--- src/rtl/mem_region_router_pkg.sv ---
// ----------------------------------------------------------------------------
// mem_region_router_pkg
//   Shared types and constants for the memory region router.
//   - rsp_code_e    : response code carried in each ordering tag
//   - DEF_*         : default address map (region0 = instr RAM at 0x0000_0000,
//                     region1 = data RAM at 0x1000_0000, 64 KiB each,
//                     region0 read-only)
//   - idx_width()   : width of a region index for a given region count
//   The ordering tag itself is {code, idx}. Its idx field is sized from the
//   router's NREG parameter, so the router declares the tag struct locally.
// ----------------------------------------------------------------------------
package mem_region_router_pkg;

    localparam int unsigned DEF_AW   = 32;
    localparam int unsigned DEF_DW   = 32;
    localparam int unsigned DEF_NREG = 2;

    localparam logic [DEF_NREG*DEF_AW-1:0] DEF_REGION_BASE = {32'h1000_0000, 32'h0000_0000};
    localparam logic [DEF_NREG*DEF_AW-1:0] DEF_REGION_MASK = {2{32'hFFFF_0000}};
    localparam logic [DEF_NREG-1:0]        DEF_REGION_RO   = 2'b01;

    typedef enum logic {
        RSP_OKAY  = 1'b0,
        RSP_FAULT = 1'b1
    } rsp_code_e;

    // A single region still needs a 1-bit index so that vectors stay legal.
    function automatic int unsigned idx_width(input int unsigned n);
        return (n > 1) ? $clog2(n) : 1;
    endfunction

endpackage

--- src/rtl/mem_region_router_if.sv ---
// ----------------------------------------------------------------------------
// mem_region_router_if
//   Upstream request/response bus between the core (LSU/fetch) and the
//   router. Signal names keep the router's port naming (_in/_out as seen by
//   the router).
//   Handshake: a beat transfers on a rising clk edge where valid and ready
//   are both high; a source holds valid and its payload stable until that
//   edge, and ready may depend combinationally on valid/payload.
//   modport master : core side (drives requests, accepts responses)
//   modport slave  : router side
// ----------------------------------------------------------------------------
interface mem_region_router_if #(
    parameter int unsigned AW = 32,
    parameter int unsigned DW = 32
);
    logic            req_valid_in;
    logic            req_ready_out;
    logic [AW-1:0]   req_addr_in;
    logic            req_write_in;
    logic [DW-1:0]   req_wdata_in;
    logic [DW/8-1:0] req_wstrb_in;
    logic            rsp_valid_out;
    logic            rsp_ready_in;
    logic [DW-1:0]   rsp_rdata_out;
    logic            rsp_err_out;

    modport master (
        output req_valid_in, req_addr_in, req_write_in, req_wdata_in, req_wstrb_in,
        output rsp_ready_in,
        input  req_ready_out, rsp_valid_out, rsp_rdata_out, rsp_err_out
    );

    modport slave (
        input  req_valid_in, req_addr_in, req_write_in, req_wdata_in, req_wstrb_in,
        input  rsp_ready_in,
        output req_ready_out, rsp_valid_out, rsp_rdata_out, rsp_err_out
    );
endinterface

--- src/rtl/mem_region_router_tag_fifo.sv ---
// ----------------------------------------------------------------------------
// mem_region_router_tag_fifo
//   Synchronous FIFO holding the ordering tags of accepted requests.
//   Ports:
//     clk, rst        clock, asynchronous active-high reset (empties FIFO)
//     push, push_data write a tag (ignored when full)
//     pop             drop the head tag (ignored when empty)
//     head_data       current head tag (meaningless while empty)
//     full, empty     registered status, derived from the pointers
//   Pointers carry one extra bit so full and empty are distinguishable
//   when the index parts are equal.
// ----------------------------------------------------------------------------
module mem_region_router_tag_fifo #(
    parameter int unsigned W     = 2,
    parameter int unsigned DEPTH = 4
) (
    input  logic         clk,
    input  logic         rst,
    input  logic         push,
    input  logic [W-1:0] push_data,
    input  logic         pop,
    output logic [W-1:0] head_data,
    output logic         full,
    output logic         empty
);
    localparam int unsigned PW    = $clog2(DEPTH);
    localparam int unsigned PTR_W = PW + 1;

    logic [PTR_W-1:0] wr_ptr_q, wr_ptr_d;
    logic [PTR_W-1:0] rd_ptr_q, rd_ptr_d;
    logic [W-1:0]     mem_q [DEPTH];

    assign empty     = (wr_ptr_q == rd_ptr_q);
    assign full      = (wr_ptr_q[PW] != rd_ptr_q[PW]) &&
                       (wr_ptr_q[PW-1:0] == rd_ptr_q[PW-1:0]);
    assign head_data = mem_q[rd_ptr_q[PW-1:0]];

    always_comb begin
        wr_ptr_d = wr_ptr_q;
        rd_ptr_d = rd_ptr_q;
        if (push && !full) begin
            wr_ptr_d = wr_ptr_q + PTR_W'(1);
        end
        if (pop && !empty) begin
            rd_ptr_d = rd_ptr_q + PTR_W'(1);
        end
    end

    always_ff @(posedge clk or posedge rst) begin
        if (rst) begin
            wr_ptr_q <= '0;
            rd_ptr_q <= '0;
        end else begin
            wr_ptr_q <= wr_ptr_d;
            rd_ptr_q <= rd_ptr_d;
        end
    end

    // Storage needs no reset: entries are only read between push and pop.
    always_ff @(posedge clk) begin
        if (push && !full) begin
            mem_q[wr_ptr_q[PW-1:0]] <= push_data;
        end
    end

endmodule

--- src/rtl/mem_region_router.sv ---
// ----------------------------------------------------------------------------
// mem_region_router
//   Routes one upstream request stream onto NREG address-mapped regions and
//   returns one response per accepted request, in acceptance order.
//   Ports:
//     clk, rst        clock, asynchronous active-high reset
//     up              upstream bus (mem_region_router_if.slave)
//     reg_valid_out   per-region request valid (one-hot or zero)
//     reg_ready_in    per-region request ready
//     reg_addr_out, reg_write_out, reg_wdata_out, reg_wstrb_out
//                     shared request payload (pass-through of upstream)
//     reg_rvalid_in   per-region response pulse (reads and writes)
//     reg_rdata_in    per-region read data, region i at [i*DW +: DW]
//   Each region has at most one request in flight (busy). Its response is
//   parked in a per-region holding register until the ordering FIFO head
//   points at it, so upstream responses never depend combinationally on
//   region inputs. Faults (unmapped, or write to a read-only region) never
//   reach a region; they answer as soon as they reach the FIFO head.
// ----------------------------------------------------------------------------
module mem_region_router
    import mem_region_router_pkg::*;
#(
    parameter int unsigned          AW          = DEF_AW,
    parameter int unsigned          DW          = DEF_DW,
    parameter int unsigned          NREG        = DEF_NREG,
    parameter int unsigned          OUT_DEPTH   = 4,
    parameter logic [NREG*AW-1:0]   REGION_BASE = DEF_REGION_BASE,
    parameter logic [NREG*AW-1:0]   REGION_MASK = DEF_REGION_MASK,
    parameter logic [NREG-1:0]      REGION_RO   = DEF_REGION_RO
) (
    input  logic                 clk,
    input  logic                 rst,
    mem_region_router_if.slave   up,
    output logic [NREG-1:0]      reg_valid_out,
    input  logic [NREG-1:0]      reg_ready_in,
    output logic [AW-1:0]        reg_addr_out,
    output logic                 reg_write_out,
    output logic [DW-1:0]        reg_wdata_out,
    output logic [DW/8-1:0]      reg_wstrb_out,
    input  logic [NREG-1:0]      reg_rvalid_in,
    input  logic [NREG*DW-1:0]   reg_rdata_in
);
    localparam int unsigned IDX_W = idx_width(NREG);

    typedef struct packed {
        rsp_code_e        code;
        logic [IDX_W-1:0] idx;
    } tag_t;

    localparam int unsigned TAG_W = $bits(tag_t);

    // ---------------- decode ----------------
    logic [NREG-1:0]  hit;
    logic [IDX_W-1:0] tgt;
    logic             fault;

    always_comb begin
        hit = '0;
        for (int i = 0; i < NREG; i++) begin
            hit[i] = ((up.req_addr_in & REGION_MASK[i*AW +: AW]) == REGION_BASE[i*AW +: AW]);
        end
    end

    // Scan downwards so the lowest-index hit is the one left standing.
    always_comb begin
        tgt = '0;
        for (int i = NREG - 1; i >= 0; i--) begin
            if (hit[i]) begin
                tgt = IDX_W'(i);
            end
        end
    end

    assign fault = !(|hit) || (up.req_write_in && REGION_RO[tgt]);

    // ---------------- ordering FIFO ----------------
    tag_t push_tag;
    tag_t head;
    logic fifo_full;
    logic fifo_empty;
    logic accept;
    logic pop;
    logic head_fault;

    assign push_tag.code = fault ? RSP_FAULT : RSP_OKAY;
    assign push_tag.idx  = tgt;

    mem_region_router_tag_fifo #(
        .W     (TAG_W),
        .DEPTH (OUT_DEPTH)
    ) u_tag_fifo (
        .clk       (clk),
        .rst       (rst),
        .push      (accept),
        .push_data (push_tag),
        .pop       (pop),
        .head_data (head),
        .full      (fifo_full),
        .empty     (fifo_empty)
    );

    assign head_fault = (head.code == RSP_FAULT);

    // ---------------- per-region state ----------------
    logic [NREG-1:0] busy_q, busy_d;
    logic [NREG-1:0] hold_valid_q, hold_valid_d;
    logic [NREG-1:0] wr_q, wr_d;           // in-flight request is a write
    logic [DW-1:0]   hold_q [NREG];
    logic [DW-1:0]   hold_d [NREG];

    // A region whose response is being popped this cycle counts as free,
    // so a back-to-back request to it is accepted in the same cycle.
    logic [NREG-1:0] busy_eff;
    logic            tgt_busy;

    always_comb begin
        busy_eff = busy_q;
        if (pop && !head_fault) begin
            busy_eff[head.idx] = 1'b0;
        end
    end

    assign tgt_busy = busy_eff[tgt];

    // ---------------- issue path ----------------
    // Full is the registered flag: a pop does not make room for a push in
    // the same cycle.
    assign up.req_ready_out = !rst && !fifo_full &&
                              (fault || (!tgt_busy && reg_ready_in[tgt]));
    assign accept           = up.req_valid_in && up.req_ready_out;

    always_comb begin
        reg_valid_out = '0;
        if (!rst && up.req_valid_in && !fault && !tgt_busy && !fifo_full) begin
            reg_valid_out[tgt] = 1'b1;
        end
    end

    assign reg_addr_out  = up.req_addr_in;
    assign reg_write_out = up.req_write_in;
    assign reg_wdata_out = up.req_wdata_in;
    assign reg_wstrb_out = up.req_wstrb_in;

    // ---------------- response path ----------------
    logic rsp_valid;

    assign rsp_valid        = !fifo_empty && (head_fault || hold_valid_q[head.idx]);
    assign pop              = rsp_valid && up.rsp_ready_in;
    assign up.rsp_valid_out = rsp_valid;
    assign up.rsp_err_out   = rsp_valid && head_fault;
    assign up.rsp_rdata_out = (rsp_valid && !head_fault) ? hold_q[head.idx] : '0;

    always_comb begin
        busy_d       = busy_q;
        hold_valid_d = hold_valid_q;
        wr_d         = wr_q;
        hold_d       = hold_q;

        // Responses from a region with nothing in flight are dropped.
        for (int i = 0; i < NREG; i++) begin
            if (reg_rvalid_in[i] && busy_q[i]) begin
                hold_valid_d[i] = 1'b1;
                hold_d[i]       = wr_q[i] ? '0 : reg_rdata_in[i*DW +: DW];
            end
        end

        if (pop && !head_fault) begin
            busy_d[head.idx]       = 1'b0;
            hold_valid_d[head.idx] = 1'b0;
        end

        // Applied after the pop so a same-cycle reissue keeps the region busy.
        if (accept && !fault) begin
            busy_d[tgt] = 1'b1;
            wr_d[tgt]   = up.req_write_in;
        end
    end

    always_ff @(posedge clk or posedge rst) begin
        if (rst) begin
            busy_q       <= '0;
            hold_valid_q <= '0;
            wr_q         <= '0;
            for (int i = 0; i < NREG; i++) begin
                hold_q[i] <= '0;
            end
        end else begin
            busy_q       <= busy_d;
            hold_valid_q <= hold_valid_d;
            wr_q         <= wr_d;
            hold_q       <= hold_d;
        end
    end

endmodule
--- src/flat_wrapper.sv ---
// flat-port wrapper written by rule: the top's interface ports become plain ports
module mem_region_router_flat import mem_region_router_pkg::*;
#(
    parameter int unsigned          AW          = DEF_AW,
    parameter int unsigned          DW          = DEF_DW,
    parameter int unsigned          NREG        = DEF_NREG,
    parameter int unsigned          OUT_DEPTH   = 4,
    parameter logic [NREG*AW-1:0]   REGION_BASE = DEF_REGION_BASE,
    parameter logic [NREG*AW-1:0]   REGION_MASK = DEF_REGION_MASK,
    parameter logic [NREG-1:0]      REGION_RO   = DEF_REGION_RO
)
  (clk, rst, reg_valid_out, reg_ready_in, reg_addr_out, reg_write_out, reg_wdata_out, reg_wstrb_out, reg_rvalid_in, reg_rdata_in, up_req_valid_in, up_req_addr_in, up_req_write_in, up_req_wdata_in, up_req_wstrb_in, up_rsp_ready_in, up_req_ready_out, up_rsp_valid_out, up_rsp_rdata_out, up_rsp_err_out);
  mem_region_router_if #(.AW(AW), .DW(DW)) up_i ();
  input  logic clk;
  input  logic rst;
  output logic [NREG-1:0] reg_valid_out;
  input  logic [NREG-1:0] reg_ready_in;
  output logic [AW-1:0] reg_addr_out;
  output logic reg_write_out;
  output logic [DW-1:0] reg_wdata_out;
  output logic [DW/8-1:0] reg_wstrb_out;
  input  logic [NREG-1:0] reg_rvalid_in;
  input  logic [NREG*DW-1:0] reg_rdata_in;
  input wire logic [$bits(up_i.req_valid_in)-1:0] up_req_valid_in;
  input wire logic [$bits(up_i.req_addr_in)-1:0] up_req_addr_in;
  input wire logic [$bits(up_i.req_write_in)-1:0] up_req_write_in;
  input wire logic [$bits(up_i.req_wdata_in)-1:0] up_req_wdata_in;
  input wire logic [$bits(up_i.req_wstrb_in)-1:0] up_req_wstrb_in;
  input wire logic [$bits(up_i.rsp_ready_in)-1:0] up_rsp_ready_in;
  output wire logic [$bits(up_i.req_ready_out)-1:0] up_req_ready_out;
  output wire logic [$bits(up_i.rsp_valid_out)-1:0] up_rsp_valid_out;
  output wire logic [$bits(up_i.rsp_rdata_out)-1:0] up_rsp_rdata_out;
  output wire logic [$bits(up_i.rsp_err_out)-1:0] up_rsp_err_out;
  assign up_i.req_valid_in = up_req_valid_in;
  assign up_i.req_addr_in = up_req_addr_in;
  assign up_i.req_write_in = up_req_write_in;
  assign up_i.req_wdata_in = up_req_wdata_in;
  assign up_i.req_wstrb_in = up_req_wstrb_in;
  assign up_i.rsp_ready_in = up_rsp_ready_in;
  assign up_req_ready_out = up_i.req_ready_out;
  assign up_rsp_valid_out = up_i.rsp_valid_out;
  assign up_rsp_rdata_out = up_i.rsp_rdata_out;
  assign up_rsp_err_out = up_i.rsp_err_out;
  mem_region_router #(.AW(AW), .DW(DW), .NREG(NREG), .OUT_DEPTH(OUT_DEPTH), .REGION_BASE(REGION_BASE), .REGION_MASK(REGION_MASK), .REGION_RO(REGION_RO)) u_core (.clk(clk), .rst(rst), .up(up_i), .reg_valid_out(reg_valid_out), .reg_ready_in(reg_ready_in), .reg_addr_out(reg_addr_out), .reg_write_out(reg_write_out), .reg_wdata_out(reg_wdata_out), .reg_wstrb_out(reg_wstrb_out), .reg_rvalid_in(reg_rvalid_in), .reg_rdata_in(reg_rdata_in));
endmodule
--- config.mk ---
export PLATFORM = sky130hd
export DESIGN_NAME = mem_region_router_flat
export DESIGN_NICKNAME = d
export VERILOG_FILES = /design/src/rtl/mem_region_router_pkg.sv /design/src/rtl/mem_region_router_if.sv /design/src/rtl/mem_region_router_tag_fifo.sv /design/src/rtl/mem_region_router.sv /design/src/flat_wrapper.sv
export SDC_FILE = /design/constraint.sdc
export NUM_CORES = 1
export LEC_CHECK = 0
export CORE_MARGIN = 1.5
export CORE_UTILIZATION = 43
export CTS_CLUSTER_DIAMETER = 30
export DETAILED_ROUTE_END_ITERATION = 16
export PLACE_DENSITY_LB_ADDON = 0.1
export SETUP_SLACK_MARGIN = 0.2
export SYNTH_ARGS = -nofsm -noshare
export SYNTH_HDL_FRONTEND = slang
export SYNTH_SLANG_ARGS = --single-unit
--- constraint.sdc ---
create_clock -name clk -period 7.6 [get_ports clk]
set_input_delay 1.52 -clock clk [delete_from_list [all_inputs] [get_ports clk]]
set_output_delay 1.52 -clock clk [all_outputs]
set_load 0.02 [all_outputs]
==> metrics.yaml, run 1 <==
yosys:
  synth_edf_count: 8
  synthTopCellsByArea: "dfrtp_1 40%, buf_4 11%, nand2_1 10%"
  synth_warnings: 0
  syn_avg_cell_area_sq_um: 8.594
  yosys_most_used_dff: "dfrtp_1"
  ys_seq_area_share_pct: 44.91
  synth_area_sq_um: 4770
  yosys.area.top_type_share_pct: 39.87
  synth_nets: 701
  yosys-top-cells-count: "133 x nand2_1, 76 x dfrtp_1, 70 x buf_4"
  yosysTopAreaCell: "dfrtp_1"
  synth_most_common_cell: "nand2_1"
  syn-instance-count: 555
  ys_types: 39
  synth_seq_cells: 84
  synthArstFlopShare_pct: 90.48
die:
  dieWidth_um: 108.3
  core_sq_um: 10840
  die_area_sq_um: 11730
  start_util_pct: 44.00
  ios: 247
  fp-row-count: 38
  die_height_um: 108.3
route:
  routed_wl_um: 11830
  route.detailed.drc: 0
  post_drt_wl_per_cell_um: 15.71
  dr.first_iter.drc_count: 175
  ant_nets: 0
  dr.pass1.iters: 4
  viasPerCell: 5.060
  vias: 3810
grt:
  grt_pass1_vias: 3827
  gr-total-overflow: 0
  grtUsageTotal_pct: 20.42
  grt_max_degree: 73
  antenna_found_initial: 0
  grt_pass1_wl_um: 18550
power:
  cellPowerDensity_nw_per_um2: 190.3
  p_total_w: 0.001124
  vdd_drop_max_v: 0.0001141
  p_leak_nw: 2.418
setup_path:
  worst_r2r_path_depth: 7
  path_common_cell: "clkdlybuf4s50_1"
  cp_slowest_stage_delay_ns: 0.61
  end_kind: "output port"
  worstPathRequired_ns: 6.08
  crit_chain: "clkdlybuf4s50_1 -> nor4_1 -> nand4_1 -> inv_1 -> nand3_1 -> a211oi_4 -> o21a_1 -> clkdlybuf4s50_1"
  r2r-start: "u_core.u_tag_fifo.rd_ptr_q[0]$_DFFE_PP0P_"
  cp-start-kind: "input port"
  arrival_ns: 4.22
  r2r-end: "u_core.u_tag_fifo.mem_q[0][0]$_DFFE_PP_"
  critPathCapture: "up_req_ready_out"
  cp_max_fo: 9
  worst-r2r-setup-slack_ns: 4.29
  worst-setup-path-type: "in2out"
  crit_buf_inv: 3
  path_depth: 8
  slowest_stage: "clkdlybuf4s50_1"
  setup.worst_path.start: "up_req_addr_in[17]"
  crit_family: "buffers and inverters"
sta:
  max-slew-margin-rel_pct: 28.20
  fin_setup_tns_ns: 0
  period_needed_ns: 5.743
  worstMarginPinSlew_ns: 1.073
  finalCritPeriodShare_pct: 75.57
  whs_ns: 0.4829
  finalClockSkew_ns: 0.01441
  hold_violations: 0
  finalWorstSetupSlack_ns: 1.857
  final-max-slew-violation-count: 0
  setup_viol: 0
  rsz0062_at_grt: "no"
  max_freq_mhz: 174.1
cts:
  holdBufCountCts: 0
  tritoncts: "built"
  clk_latency_ns: 0.35
  postCtsSetupBuffers: 0
  numCtsBuffers: 9
  cts-resized-gates: 0
  cts_max_level: 3
  clock_path_buffers: 2
  clkSinkCount: 84
  cts_root_buf: "clkbuf_8"
  clkTransAtPathRegs_ns: 0.08
min_path:
  min_path_type: "reg2reg"
  hp-start: "u_core.hold_q[54]$_DFFE_PP0P_"
cells_and_area:
  insertedDiodeCount: 0
  area_delta_synth_final_pct: 23.82
  nets: 755
  layout-drive-gt1-share_pct: 4.405
run:
  cap_viol_max_count: 0
placement:
  globalplace.congestion: 0.8082
  port_buffers: 142
  dp_hpwl_um: 7729
  pre_cts_ws_ns: 1.804
status:
  status: "complete, no violations"
==> sequential cells by signal, indices dropped and copies added (netlist names) <==
| register | count |
|---|---|
| u_core.hold_q | 64 |
| u_core.wr_q | 2 |
| u_core.hold_valid_q | 2 |
| u_core.busy_q | 2 |
| u_core.u_tag_fifo.mem_q | 8 |
| u_core.u_tag_fifo.rd_ptr_q | 3 |
| u_core.u_tag_fifo.wr_ptr_q | 3 |
==> power by group <==
| part | internal (W) | switching [W] |
|---|---|---|
| registers | 0.000474 | 0.0000320 |
| logic | 0.000139 | 0.000184 |
| clock network | 0.000136 | 0.000158 |
==> through the flow <==
stage / cells / instance area, sq um / utilization [%]
floorplan: 555 / 4770 / -
global placement: 738 / 5729 / 52.85
detailed placement: 738 / 5729 / 52.85
CTS: 753 / 5906 / 54.48
global route: 753 / 5906 / 54.48
finish: 753 / 5906 / 54.48
==> cells by family (layout without fill, tap and decap cells) <==
family | after synthesis | after routing | synth area share [%]
AOI/OAI and AO/OA | 110 | 110 | 12.78
xor gates and xnor gates | 8 | 8 | 1.469
adders and majority gates | 5 | 5 | 1.312
buffers and inverters | 112 | 170 | 14.66
DFF | 84 | 84 | 44.91
muxes | 9 | 9 | 2.597
and+or+nand+nor | 227 | 227 | 22.27
==> area by class of cell <==
| type | instances | area [sq um] |
|---|---|---|
| Clock buffer | 12 | 155.1 |
| Clock inverter | 3 | 21.27 |
| Fill cell | 1024 | 4935 |
| Inverter | 11 | 42.54 |
| Multi-Input combinational cell | 359 | 1933 |
| Sequential cell | 84 | 2142 |
| Tap cell | 140 | 175.2 |
| Timing Repair Buffer | 144 | 1436 |
==> metal layers <==
| layer | vias to the layer above | track usage, % | share of wire (%) |
|---|---|---|---|
| li1 | 1841 | - | - |
| met1 | 1791 | 25.02 | 43 |
| met2 | 154 | 34.27 | 48 |
| met3 | 24 | 5.124 | 7.6 |
| met4 | 0 | 8.553 | 1.7 |
| met5 | - | 0 | 0 |
==> worst min path at each step <==
| stage | to | slack (ns) | depth (start not counted) |
|---|---|---|---|
| floorplan | u_core.hold_q[0]$_DFFE_PP0P_ | 0.45 | 2 |
| global placement | u_core.hold_q[61]$_DFFE_PP0P_ | 0.46 | 2 |
| detailed placement | u_core.hold_q[17]$_DFFE_PP0P_ | 0.47 | 2 |
| CTS | u_core.hold_q[54]$_DFFE_PP0P_ | 0.49 | 2 |
| global route | u_core.hold_q[6]$_DFFE_PP0P_ | 0.51 | 2 |
| finish | u_core.hold_q[54]$_DFFE_PP0P_ | 0.48 | 2 |
==> worst min-delay path: stages (launching register included) <==
cell and delay, ns:
dfrtp_1 0.34, nand2_1 0.05, o21ai_0 0.06
==> placed cells by master, fill, tap and decap left out, types with 5 or more instances in the layout <==
cell type        count
nand2b_1            64
o21ai_0             65
ha_1                 5
xnor2_1              5
dfrtp_1             76
a21oi_1             35
nand3_1              5
clkdlybuf4s50_1    142
nand2_1            131
inv_1               10
nor2_1               9
clkbuf_8            11
edfxtp_1             8
No activity file was read; power rests on OpenSTA's default activity.
==> run 2: changes to the inputs <==
Settings changed: CORE_UTILIZATION 43 to 36.
Clock period 7.6 ns to 5.11 ns, I/O delays scaled along.
==> run 2 against run 1 <==
  * Flip-flop and latch count did not move
  * Utilization is 6.4 points lower
  * Die area rose by 19%
  * Clock skew fell by 0.011 ns
  * First-iteration DRC count fell by 18%
  * Critical path depth did not move
  * Clock power grew to 2.6 times the previous value
  * Sequential share of layout area shrank 1.4 points
  * Hold slack worse by 0.0062 ns
  * Sequential power rose by 49%
  * Routed wire length grew 3.3%
  * Critical path type unchanged
  * Cell count grew 4.6%
==> metrics.yaml, run 2 (synthesis results as in run 1) <==
route:
  dr.first_iter.drc_count: 144
  ant_nets: 0
  vias: 3742
  dr.pass1.iters: 5
  post_drt_wl_per_cell_um: 15.51
  route.detailed.drc: 0
  viasPerCell: 4.749
  routed_wl_um: 12220
cells_and_area:
  area_delta_synth_final_pct: 28.83
  final_cell_mix: "142 x clkdlybuf4s50_1, 131 x nand2_1, 76 x dfrtp_1"
  largest_reg_flops: 64
  nets: 757
  n_fill_cell: 1221
  regArea_sq_um: 2142
  layout-drive-gt1-share_pct: 5.195
  layout.cells.most_common: "clkdlybuf4s50_1"
  multi_input_area_sq_um: 1934
  largest-register: "u_core.hold_q"
  insertedDiodeCount: 0
sta:
  max-slew-margin-rel_pct: 28.11
  hold_violations: 0
  rsz0062_at_grt: "no"
  setup_viol: 0
  fin_setup_tns_ns: 0
  period_needed_ns: 4.728
  worstMarginPinSlew_ns: 1.078
  max_freq_mhz: 211.5
  finalClockSkew_ns: 0.003806
  finalCritPeriodShare_pct: 92.52
  finalWorstSetupSlack_ns: 0.3821
  final-max-slew-violation-count: 0
run:
  cap_viol_max_count: 0
power:
  vdd_drop_max_v: 0.0001565
  cellPowerDensity_nw_per_um2: 327.2
  p_leak_nw: 2.517
  p_total_w: 0.002010
cts:
  clkTransAtPathRegs_ns: 0.06
  clk_latency_ns: 0.33
  clkSinkCount: 84
  cts_max_level: 3
  clock_path_buffers: 2
  cts-resized-gates: 0
  tritoncts: "built"
  postCtsSetupBuffers: 0
  holdBufCountCts: 0
  numCtsBuffers: 9
  cts_root_buf: "clkbuf_16"
setup_path:
  cp-start-kind: "input port"
  arrival_ns: 3.71
  worst-setup-path-type: "in2out"
  cp_max_fo: 9
  worstPathRequired_ns: 4.09
  end_kind: "output port"
placement:
  globalplace.congestion: 0.7597
  pre_cts_ws_ns: 0.3687
  dp_hpwl_um: 8192
  port_buffers: 142
die:
  fp-row-count: 41
  die_height_um: 118.1
  die_area_sq_um: 13950
  ios: 247
  start_util_pct: 37.34
  core_sq_um: 12770
  dieWidth_um: 118.1
grt:
  grt_max_degree: 65
  grt_pass1_vias: 3840
  antenna_found_initial: 0
  grt_pass1_wl_um: 19530
  gr-total-overflow: 0
  grtUsageTotal_pct: 17.81
status:
  status: "complete, no violations"
min_path:
  min_path_type: "reg2reg"
[run 2: cell count changes in the layout (fill, tap and decap cells not counted), moves of 2 or more]
cell,before,now
clkbuf_16,0,10
clkbuf_8,11,0
buf_4,2,4
bufinv_16,0,3
[run 2: final cells by class]
| class | instances | area share (%) |
|---|---|---|
| clock inverters | 6 | 1.772 |
| repair buffers | 146 | 23.62 |
| well taps | 172 | 3.502 |
| multi-input cells | 359 | 31.48 |
| flip-flops and latches | 84 | 34.86 |
| clock buffers | 10 | 4.072 |
| inverters | 11 | 0.6923 |
[run 2: path summary, 6_finish.rpt]
path / depth (start not counted) / to / start / slack (ns)
max reg2reg: 6 / u_core.u_tag_fifo.mem_q[2][0]$_DFFE_PP_ / u_core.u_tag_fifo.rd_ptr_q[0]$_DFFE_PP0P_ / 2.36
min in group asynchronous: 3 / u_core.busy_q[0]$_DFF_PP0_ / rst / 1.12
max: 8 / up_req_ready_out / up_req_addr_in[17] / 0.38
min: 2 / u_core.hold_q[5]$_DFFE_PP0P_ / u_core.hold_q[5]$_DFFE_PP0P_ / 0.48
min reg2reg: 2 / u_core.hold_q[5]$_DFFE_PP0P_ / u_core.hold_q[5]$_DFFE_PP0P_ / 0.48
max in group asynchronous: 4 / u_core.hold_q[25]$_DFFE_PP0P_ / rst / 3.00
[run 2: worst max-delay path: stages]
cell and delay, ns:
clkdlybuf4s50_1 0.42, nor4_1 0.48, nand4_1 0.26, inv_1 0.29
nand3_1 0.17, a211oi_4 0.32, o21a_1 0.14, clkdlybuf4s50_1 0.61
[run 2: power by group]
group,leakage [nW],switching [W],internal (W)
Sequential,1.12,0.0000452,0.000706
Clock,0.178,0.000266,0.000506
Combinational,1.22,0.000273,0.000213
[run 2: per-stage QoR]
stage	std cells	hold WS (ns)	instance area [sq um]	util [%]
detailed placement	772	0.4698	5786	45.29
CTS	788	0.4840	6145	48.10
finish	788	0.4768	6145	48.10
global placement	772	0.4617	5786	45.29
global route	788	0.5055	6145	48.10
floorplan	555	0.4497	4770	-
[run 2: metal layers]
| metal | GRT usage [%] | up-vias | wire, um |
|---|---|---|---|
| met5 | 0 | - | 0 |
| met2 | 29.65 | 112 | 5763 |
| li1 | - | 1842 | - |
| met3 | 3.828 | 43 | 741 |
| met1 | 21.60 | 1745 | 5333 |
| met4 | 9.223 | 0 | 386 |
==> run 3: changes to the inputs <==
Settings changed: SLEW_MARGIN from default to 5.
==> results of run 3 <==
Same layout as run 2: the final DEF is identical, and so are final timing and power.
